### src/rtl/mul_div_unit.sv
// mul_div_unit: iterative MIPS32 MULT/MULTU/DIV/DIVU unit that owns the HI/LO registers.
// In: clk, rst_n, start, md_op, op1, op2, cancel. Out: busy, done, div_zero, hi, lo.

`ifndef WORD_WIDTH
`define WORD_WIDTH 32
`endif

module mul_div_unit #(
    parameter int W      = `WORD_WIDTH,
    parameter int UNROLL = 1
) (
    input  logic         clk,
    input  logic         rst_n,
    input  logic         start,
    input  logic [2:0]   md_op,
    input  logic [W-1:0] op1,
    input  logic [W-1:0] op2,
    input  logic         cancel,
    output logic         busy,
    output logic         done,
    output logic         div_zero,
    output logic [W-1:0] hi,
    output logic [W-1:0] lo
);
    localparam int N  = W / UNROLL;
    localparam int CW = (N > 1) ? $clog2(N) : 1;

    typedef enum logic [1:0] {IDLE, CALC, FIX} state_t;
    state_t state, nstate;

    logic [CW-1:0]  cnt;
    // mul: {accumulator, multiplier}; div: {remainder, dividend/quotient}
    logic [2*W-1:0] p;
    // multiplicand or divisor magnitude
    logic [W-1:0]   d;
    logic           is_div;
    logic           neg_q;
    logic           neg_r;
    logic           dz;

    logic           accept;
    logic           accept_md;
    logic           accept_mt;
    logic           is_signed;
    logic           op_div;
    logic           op2_zero;
    logic [W-1:0]   mag1;
    logic [W-1:0]   mag2;

    assign accept    = start && !cancel && (state == IDLE);
    assign accept_md = accept && !md_op[2];
    assign accept_mt = accept && (md_op[2:1] == 2'b10);
    assign op_div    = md_op[1];
    assign is_signed = !md_op[0];
    assign op2_zero  = (op2 == '0);
    assign mag1      = (is_signed && op1[W-1]) ? -op1 : op1;
    assign mag2      = (is_signed && op2[W-1]) ? -op2 : op2;
    assign busy      = (state != IDLE);

    always_comb begin
        nstate = state;
        unique case (state)
            IDLE: begin
                if (accept_md)
                    nstate = (op_div && op2_zero) ? FIX : CALC;
            end
            CALC: begin
                if (cancel)
                    nstate = IDLE;
                else if (cnt == CW'(N - 1))
                    nstate = FIX;
            end
            FIX:     nstate = IDLE;
            default: nstate = IDLE;
        endcase
    end

    always_ff @(posedge clk or negedge rst_n) begin
        if (!rst_n)
            state <= IDLE;
        else
            state <= nstate;
    end

    // UNROLL shift-add or restoring-divide steps per cycle
    logic [2*W-1:0] step_p;
    logic [W:0]     sum;
    logic [W:0]     t;
    logic           ge;

    always_comb begin
        step_p = p;
        sum    = '0;
        t      = '0;
        ge     = 1'b0;
        for (int u = 0; u < UNROLL; u++) begin
            if (!is_div) begin
                sum    = {1'b0, step_p[2*W-1:W]}
                       + (step_p[0] ? {1'b0, d} : '0);
                step_p = {sum, step_p[W-1:1]};
            end else begin
                t  = {step_p[2*W-1:W], step_p[W-1]};
                ge = (t >= {1'b0, d});
                if (ge)
                    t = t - {1'b0, d};
                step_p = {t[W-1:0], step_p[W-2:0], ge};
            end
        end
    end

    logic [W-1:0] fix_hi;
    logic [W-1:0] fix_lo;

    always_comb begin
        fix_hi = p[2*W-1:W];
        fix_lo = p[W-1:0];
        if (!dz && !is_div && neg_q)
            {fix_hi, fix_lo} = -p;
        if (!dz && is_div) begin
            if (neg_q)
                fix_lo = -p[W-1:0];
            if (neg_r)
                fix_hi = -p[2*W-1:W];
        end
    end

    always_ff @(posedge clk or negedge rst_n) begin
        if (!rst_n) begin
            cnt      <= '0;
            p        <= '0;
            d        <= '0;
            is_div   <= 1'b0;
            neg_q    <= 1'b0;
            neg_r    <= 1'b0;
            dz       <= 1'b0;
            hi       <= '0;
            lo       <= '0;
            done     <= 1'b0;
            div_zero <= 1'b0;
        end else begin
            done <= 1'b0;
            if (accept_md) begin
                cnt    <= '0;
                is_div <= op_div;
                neg_q  <= is_signed && (op1[W-1] ^ op2[W-1]);
                neg_r  <= is_signed && op_div && op1[W-1];
                dz     <= op_div && op2_zero;
                if (op_div) begin
                    d <= mag2;
                    // zero divisor: result is preloaded and CALC is skipped
                    if (op2_zero)
                        p <= {op1, {W{1'b1}}};
                    else
                        p <= {{W{1'b0}}, mag1};
                end else begin
                    d <= mag1;
                    p <= {{W{1'b0}}, mag2};
                end
            end else if (state == CALC) begin
                p   <= step_p;
                cnt <= cnt + CW'(1);
            end
            if (state == FIX && !cancel) begin
                hi       <= fix_hi;
                lo       <= fix_lo;
                div_zero <= dz;
                done     <= 1'b1;
            end
            if (accept_mt) begin
                if (md_op[0])
                    lo <= op1;
                else
                    hi <= op1;
                div_zero <= 1'b0;
                done     <= 1'b1;
            end
        end
    end

endmodule

### config.mk
export PLATFORM = sky130hd
export DESIGN_NAME = mul_div_unit
export DESIGN_NICKNAME = d
export VERILOG_FILES = /design/src/rtl/mul_div_unit.sv
export SDC_FILE = /design/constraint.sdc
export NUM_CORES = 1
export LEC_CHECK = 0
export ABC_CLOCK_PERIOD_IN_PS = 5500
export BUFFER_PORTS_ARGS = -buffer_cell sky130_fd_sc_hd__buf_2
export CORE_MARGIN = 5
export CORE_UTILIZATION = 55
export DETAILED_ROUTE_END_ITERATION = 8
export PLACE_DENSITY = 0.8
export SYNTH_ARGS = -nofsm -noshare
export SYNTH_HDL_FRONTEND = slang
export SYNTH_SLANG_ARGS = --single-unit
### constraint.sdc
create_clock -name clk -period 5.5 [get_ports clk]
set_clock_uncertainty 0.15 [all_clocks]
set_input_delay 0.55 -clock clk [delete_from_list [all_inputs] [get_ports clk]]
set_output_delay 0.55 -clock clk [all_outputs]
set_load 0.005 [all_outputs]
==> results of run 1 <==
-- worst max path at each step --
stage	start	end	slack [ps]	cells past startpoint
floorplan	p[0]$_DFFE_PN0P_	p[57]$_DFFE_PN0P_	1740	13
global placement	op2[6]	p[36]$_DFFE_PN0P_	930	10
detailed placement	op2[6]	p[38]$_DFFE_PN0P_	940	10
CTS	p[39]$_DFFE_PN0P_	p[49]$_DFFE_PN0P_	1110	13
global route	p[37]$_DFFE_PN0P_	p[49]$_DFFE_PN0P_	780	13
finish	d[8]$_DFFE_PN0P_	p[49]$_DFFE_PN0P_	1040	14
-- metal layers --
metal	wire length, um	global-route usage (%)
met1	20780	44.64
met2	23710	53.09
met3	5078	6.339
met4	2814	16.96
met5	0	0
-- registers in the layout, summed over array words and instances (netlist names) --
name	cells
p	64
hi	32
dz	1
cnt	5
done	1
neg_r	1
lo	32
div_zero	1
is_div	1
d	32
state	2
neg_q	1
-- power groups by stage --
stage	Combinational, uW	Sequential, uW	Clock (uW)
floorplan	3590	2050	0
global placement	4800	2220	0
detailed placement	4830	2230	0
CTS	4870	2210	1310
global route	5430	2290	1360
finish	4960	2230	1300
-- metrics by stage --
step / std cells / power (uW) / util (%)
final: 2366 / 8490 / 61.17
after global routing: 2366 / 9083 / 61.17
after CTS: 2366 / 8391 / 61.17
after detailed placement: 2334 / 7063 / 58.90
after global placement: 2334 / 7015 / 58.90
after floorplan: 1959 / 5635 / -
-- final cells by class --
type                    instances  area, um2  area share, %
multi-input cells            1589       9970          60.47
flip-flops and latches        173       4330          26.27
repair buffers                161      884.6          5.365
clock buffers                  18      429.2          2.603
well taps                     341      426.7          2.588
inverters                      70      262.8          1.594
clock inverters                14      183.9          1.116
-- cell families (layout without fill, tap and decap cells) --
logic type / Yosys count / in the layout / share of synthesized area, %
muxes: 80 / 80 / 5.407
buffers and inverters: 197 / 263 / 4.982
xor gates and xnor gates: 170 / 170 / 9.914
adders and majority gates: 72 / 72 / 6.098
AOI/OAI and AO/OA: 644 / 644 / 26.01
DFF: 173 / 173 / 28.83
and+or+nand+nor: 623 / 623 / 18.76
-- cells in the final DEF (no fill, tap or decap), types with 70 or more instances in the layout --
| cell | instances |
|---|---|
| a21oi_1 | 210 |
| buf_2 | 136 |
| dfrtp_1 | 172 |
| ha_1 | 70 |
| inv_1 | 70 |
| mux2i_1 | 71 |
| nand2_1 | 226 |
| nor2_1 | 211 |
| o21ai_0 | 162 |
| xnor2_1 | 93 |
| xor2_1 | 77 |
==> key figures, run 1 <==
Drt
  • Antenna Nets Post-Route: 0
  • Final wirelength: about 52000 um
  • First-pass DRT Iterations: 6
  • Wirelength per Cell: 22.14 um
  • Via density: 6.533
  • DRC: 0
  • DR vias: ~15000
  • Initial DRC count: 1935

Worst hold path
  • Hold Path Class: in -> async

Global routing
  • Total congestion overflow: 0
  • GR Util All Layers: between 30% and 40%
  • Largest net degree at the start of global routing: 174
  • First-pass GRT wire length: ~82000 um
  • Initial antenna violation count: 0
  • Vias in the first global route: 14730

STA
  • Worst Max-Slew Pin Slew: 1137 ps
  • Unrepaired setup endpoints after global routing: no
  • Min Tclk post-route: 4461 ps
  • Final setup viols: 0
  • Top achievable clock speed: 0.2241 GHz
  • Rel. slew slack: 23.59%
  • Setup tns final: 0 ps
  • Final hold violation count: 0
  • Slew Viols, Final: 0
  • Worst hold margin: around 25 ps
  • Final setup margin: 1039 ps
  • Final period util: about 80%

Cells and area
  • Final nets: around 2200
  • Filler instances: around 2400
  • Final Cell Area: 16490 um2
  • Layout cells sized above 1: 11.26%
  • ANT cells: 0
  • Area grow syn2layout: 9.781%

Floorplanning
  • Starting Density: 55.72%
  • Vert. Die Dim: 175.2 um
  • Die W: about 180 um
  • Die area: 30710 um2
  • I/O pin count: 138
  • Core area: 26950 um2
  • Row count: 60

Synth
  • Yosys warns: 0
  • Synthesized Nets: 2102
  • Synth unique cells: 66
  • Post-synthesis sequential area ratio: 28.83%
  • EDFF count, synth: 0
  • Cell count after synthesis: just under 2000
  • Count leader, synth: nand2_1
  • Top cells by area, synth: dfrtp_1, a21oi_1, ha_1
  • Synth Register Bits: 173
  • Post-Syn Area: 15020 um2
  • Primary FF master, synth: dfrtp_1
  • Largest area contributor in the netlist: dfrtp_1
  • Ys async rst share: 100.0%
  • Proportion of netlist area held by the largest area contributor: 28.83%
  • Avg Cell Area, Syn: 7.666 um2
  • Most frequent cells after synthesis: nand2_1, nor2_1, a21oi_1, dfrtp_1, o21ai_0

Setup path
  • Top cell by count, worst path: buf_4
  • Crit path buf inv count: 3
  • R2R cell count: 14
  • Worst Path Arrival: 4640 ps
  • Delay-heaviest family, CP: compound AO/OA/AOI/OAI gates
  • Crit-path slowest cell: o21ba_2
  • WS Path Type: reg -> reg
  • Worst r2r src: d[8]$_DFFE_PN0P_
  • Worst setup SP type: flip-flop
  • Reg2reg end: p[49]$_DFFE_PN0P_
  • FF-to-FF setup slack: 1040 ps
  • WP data required: 5680 ps
  • Crit Path Max Fanout: 20
  • Critical path endpoint category: flip-flop
  • Crit-path cells: inv_1 -> ha_1 -> a21oi_1 -> o21ai_0 -> a221oi_1 -> and2_1 -> o31ai_1 -> buf_4 -> a31oi_1 -> o21ba_2 -> buf_4 -> mux2_2 -> a211oi_1 -> nor3_1
  • CP peak stage delay: around 580 ps

Power
  • PD cells: 515.0 nW/um2
  • Combinational Power Share: roughly three fifths
  • LEAKAGE: ~0.0072 uW
  • Sw Ratio: 48.85%
  • Sw Pwr: between 4000 and 5000 uW
  • Clk network pwr share: 15.3%
  • Worst vdd ir: 0.2141 mV
  • Cell Int Power: 4343 uW
  • Sequential share of power: about a quarter

Clock tree
  • CTS hold repair buffers: 0
  • Setup bufs post-CTS: 0
  • Clock Latency Late Sink: 450 ps
  • Clk root buf: clkbuf_16
  • Deepest clock path buffer count: 2
  • CTS Buf Count: 17
  • Resized Gates After CTS: 0
  • CTS sink cnt: 173
  • Clock transition at the registers of the reported paths: roughly 90 ps
  • CTS HTree Levels: 4
  • CTS tree: built

Placement
  • GP Congestion: 0.9733
  • Area after DPL: 15870 um2
  • HPWL Detailed: between 30000 and 40000 um
  • Buffers added on ports: 137
  • Pre-CTS setup slack: ~940 ps

Outcome
  • Run status: finished clean

Flow run
  • Max-cap check violation count: 0
No activity file was read; power rests on OpenSTA's default activity.
==> run 2, diff against run 1 <==
Settings changed: ABC_AREA set to 1, ABC_CLOCK_PERIOD_IN_PS 5500 to 4530, PLACE_DENSITY 0.8 to 0.79.
Clock period 5.5 ns to 4.53 ns, I/O delays scaled along.
==> run 2 against run 1 <==
The flow now finishes with violations (negative hold slack). Global-route usage up 12 points. Cell count rose by 51%. Area after synthesis is 22% higher. Via count increased by 48%. Count of clock-buffer cells in the layout down 1. Register-to-register slack gained 110 ps. Sequential share of layout area shrank 4.6 points. Cell area increased by 21%.
==> key figures, run 2 <==
Global routing
  • First-pass GRT wire length: 128300 um (was 82480 um)
  • GR Util All Layers: 46.26% (was 33.77%)
  • Total congestion overflow: 0 (unchanged)
  • Initial antenna violation count: 2 (was 0)
  • Vias in the first global route: 21180 (was 14730)
  • Largest net degree at the start of global routing: 103 (was 174)

Floorplanning
  • Die W: 192.6 um (was 175.2 um)
  • Row count: 66 (was 60)
  • Vert. Die Dim: 192.6 um (was 175.2 um)
  • Core area: 32700 um2 (was 26950 um2)
  • Die area: 37100 um2 (was 30710 um2)
  • Starting Density: 56.09% (was 55.72%)
  • I/O pin count: 138 (unchanged)

Clock tree
  • Deepest clock path buffer count: 2 (unchanged)
  • CTS Buf Count: 17 (unchanged)
  • CTS HTree Levels: 4 (unchanged)
  • Clock transition at the registers of the reported paths: 90 ps (about the same)
  • Resized Gates After CTS: 0 (unchanged)
  • CTS sink cnt: 173 (unchanged)
  • CTS tree: built (unchanged)
  • CTS hold repair buffers: 0 (unchanged)
  • Clock Latency Late Sink: 470 ps (was 450 ps)
  • Clk root buf: clkbuf_16 (unchanged)
  • Setup bufs post-CTS: 0 (unchanged)

Power
  • Worst vdd ir: 0.3563 mV (was 0.2141 mV)
  • Overall power: 13480 uW (was 8490 uW)
  • LEAKAGE: 0.009871 uW (was 0.007183 uW)
  • PD cells: 675.0 nW/um2 (was 515.0 nW/um2)

Setup path
  • WP data required: 4770 ps (was 5680 ps)
  • WS Path Type: reg -> reg (unchanged)
  • Crit Path Max Fanout: 25 (was 20)
  • Worst Path Arrival: 3630 ps (was 4640 ps)
  • R2R cell count: 14 (unchanged)
  • Worst Setup EP: p[57]$_DFFE_PN0P_ (was p[49]$_DFFE_PN0P_)
  • Worst setup SP type: flip-flop (unchanged)
  • Worst r2r src: p[0]$_DFFE_PN0P_ (was d[8]$_DFFE_PN0P_)
  • Reg2reg end: p[57]$_DFFE_PN0P_ (was p[49]$_DFFE_PN0P_)
  • Critical path endpoint category: flip-flop (unchanged)
  • Crit path launch: p[0]$_DFFE_PN0P_ (was d[8]$_DFFE_PN0P_)
  • FF-to-FF setup slack: 1150 ps (was 1040 ps)

Cells and area
  • Largest Register: p (unchanged)
  • Final nets: 3259 (was 2155)
  • Layout cells sized above 1: 9.204% (was 11.26%)
  • Max reg flops: 64 (unchanged)
  • Most frequent cells in the layout: nand2_1, inv_1, nor2_1 (was nand2_1, nor2_1, a21oi_1)
  • Area grow syn2layout: 8.895% (was 9.781%)
  • Commonest non-fill, non-tap cell in the layout: nand2_1 (unchanged)

STA
  • Final hold violation count: 18 (was 0)
  • Min Tclk post-route: 3381 ps (was 4461 ps)
  • Top achievable clock speed: 0.2958 GHz (was 0.2241 GHz)
  • Worst Max-Slew Pin Slew: 1245 ps (was 1137 ps)
  • Slew Viols, Final: 0 (unchanged)
  • Unrepaired setup endpoints after global routing: no (unchanged)
  • Final setup viols: 0 (unchanged)
  • Worst hold margin: -50.55 ps (was 24.95 ps)
  • Final period util: 74.62% (was 81.12%)
  • Setup tns final: 0 ps (unchanged)
  • Rel. slew slack: 16.90% (was 23.59%)

Synth
  • Top cells by area, synth: dfrtp_1, nand2_1, inv_1 (was dfrtp_1, a21oi_1, ha_1)
  • EDFF count, synth: 0 (unchanged)
  • Simple-gate portion of the synthesized area: 36.02% (was 18.76%)
  • Largest area contributor in the netlist: dfrtp_1 (unchanged)
  • Post-Synth XOR/XNOR Area: 4.250% (was 9.914%)
  • Synthesized Nets: 3184 (was 2102)
  • Cell count after synthesis: 3041 (was 1959)
  • Proportion of netlist area held by the largest area contributor: 23.60% (was 28.83%)
  • Mux share of post-synthesis cell area: 0% (was 5.407%)
  • Synth unique cells: 51 (was 66)
  • Most frequent cells after synthesis: nand2_1, inv_1, nor2_1, a21oi_1, nand3_1 (was nand2_1, nor2_1, a21oi_1, dfrtp_1, o21ai_0)
  • Post-synthesis sequential area ratio: 23.60% (was 28.83%)
  • Yosys warns: 0 (unchanged)
  • Largest family of logic cells by synthesized area: simple AND/OR/NAND/NOR gates (was compound AO/OA/AOI/OAI gates)
  • Synth Register Bits: 173 (unchanged)
  • Ys async rst share: 100.0% (unchanged)
  • Count leader, synth: nand2_1 (unchanged)
  • Synth Area in Compound Gates: 19.73% (was 26.01%)
  • Adder-cell share of the synthesized area: 4.993% (was 6.098%)
  • Avg Cell Area, Syn: 6.032 um2 (was 7.666 um2)
  • Post-Syn Area: 18340 um2 (was 15020 um2)
  • Primary FF master, synth: dfrtp_1 (unchanged)

Drt
  • First-pass DRT Iterations: 7 (was 6)
  • Wirelength per Cell: 24.49 um (was 22.14 um)
  • Initial DRC count: 3634 (was 1935)
  • Via density: 6.384 (was 6.533)
  • DRC: 0 (unchanged)
  • Final wirelength: 87500 um (was 52380 um)
  • Antenna Nets Post-Route: 0 (unchanged)
  • DR vias: 22810 (was 15460)

Placement
  • Buffers added on ports: 137 (unchanged)
  • HPWL Detailed: 68620 um (was 38490 um)
  • GP Congestion: 1.140 (was 0.9733)

Worst hold path
  • Hold Path Class: in -> async (unchanged)

Outcome
  • Run status: finished with violations (was finished clean)
  • Failing checks: negative hold slack

Flow run
  • Max-cap check violation count: 0 (unchanged)
run 2: cell types whose count changed in the layout (fill, tap and decap cells not counted), sizes merged, moves of 27 or more:
cell   delta
nor2    +210
xnor2    -78
a22oi    +41
a21oi    +45
nand2   +547
inv     +346
a21o     -27
nand3   +219
mux2i    -71
or3      -27
nand4    +34
run 2: power breakdown:
group / internal (uW) / total, uW / switching (uW)
clock network: 859 / 1700 / 841
registers: 2130 / 3050 / 916
logic: 2770 / 8740 / 5960
total: 5760 / 13500 / 7720
run 2: stage by stage:
step	cell area [um2]	cells	utilization [%]	worst slack, ps	hold WS (ps)
floorplan	18340	3041	-	1904	7.409
global placement	19320	3539	59.09	1246	316.8
detailed placement	19320	3539	59.09	1255	325.2
CTS	19970	3571	61.07	1231	8.974
global route	19970	3572	61.08	1007	40.81
finish	19970	3572	61.08	1150	-50.55
run 2: final cells by class:
cell class              count  area (um2)
repair buffers            167       917.1
well taps                 442       553.0
fillers                  3288       12730
multi-input cells        2334       11940
flip-flops and latches    173        4329
clock inverters            15       222.7
clock buffers              17       425.4
diodes                      1       2.502
inverters                 423        1589
run 2: kinds of logic after synthesis:
kind of cell,Yosys count
simple gates,1549
buf+inv,534
fa+ha+maj,72
flops,173
xor+xnor,89
compound gates,624
run 2: routing by layer:
layer / track usage (%) / up-vias / wire, um
met5: 0 / - / 0
met4: 33.90 / 0 / 8544
met3: 13.97 / 461 / 11350
met2: 69.18 / 1776 / 36630
met1: 56.22 / 10450 / 30960
li1: - / 10120 / -
run 2: how the worst min path moves through the flow:
stage                         end  slack [ps]
2_1_floorplan  cnt[0]$_DFFE_PN0P_           7
3_3_place_gp    neg_r$_DFFE_PN0P_         320
3_5_place_dp    neg_r$_DFFE_PN0P_         330
4_1_cts          lo[11]$_DFF_PN0_           9
5_1_grt           lo[0]$_DFF_PN0_          40
6_report          lo[0]$_DFF_PN0_         -50
run 2: worst max-delay path, stage by stage (launching register included):
cell	delay [ps]
dfrtp_1	620
buf_4	380
nand2_1	280
inv_1	110
ha_1	320
a21oi_1	300
o21ai_0	240
a21oi_1	200
o21a_1	160
nand2_1	50
nand2_1	50
nand3_1	140
nand2_1	110
nand2_1	50
a21oi_1	130
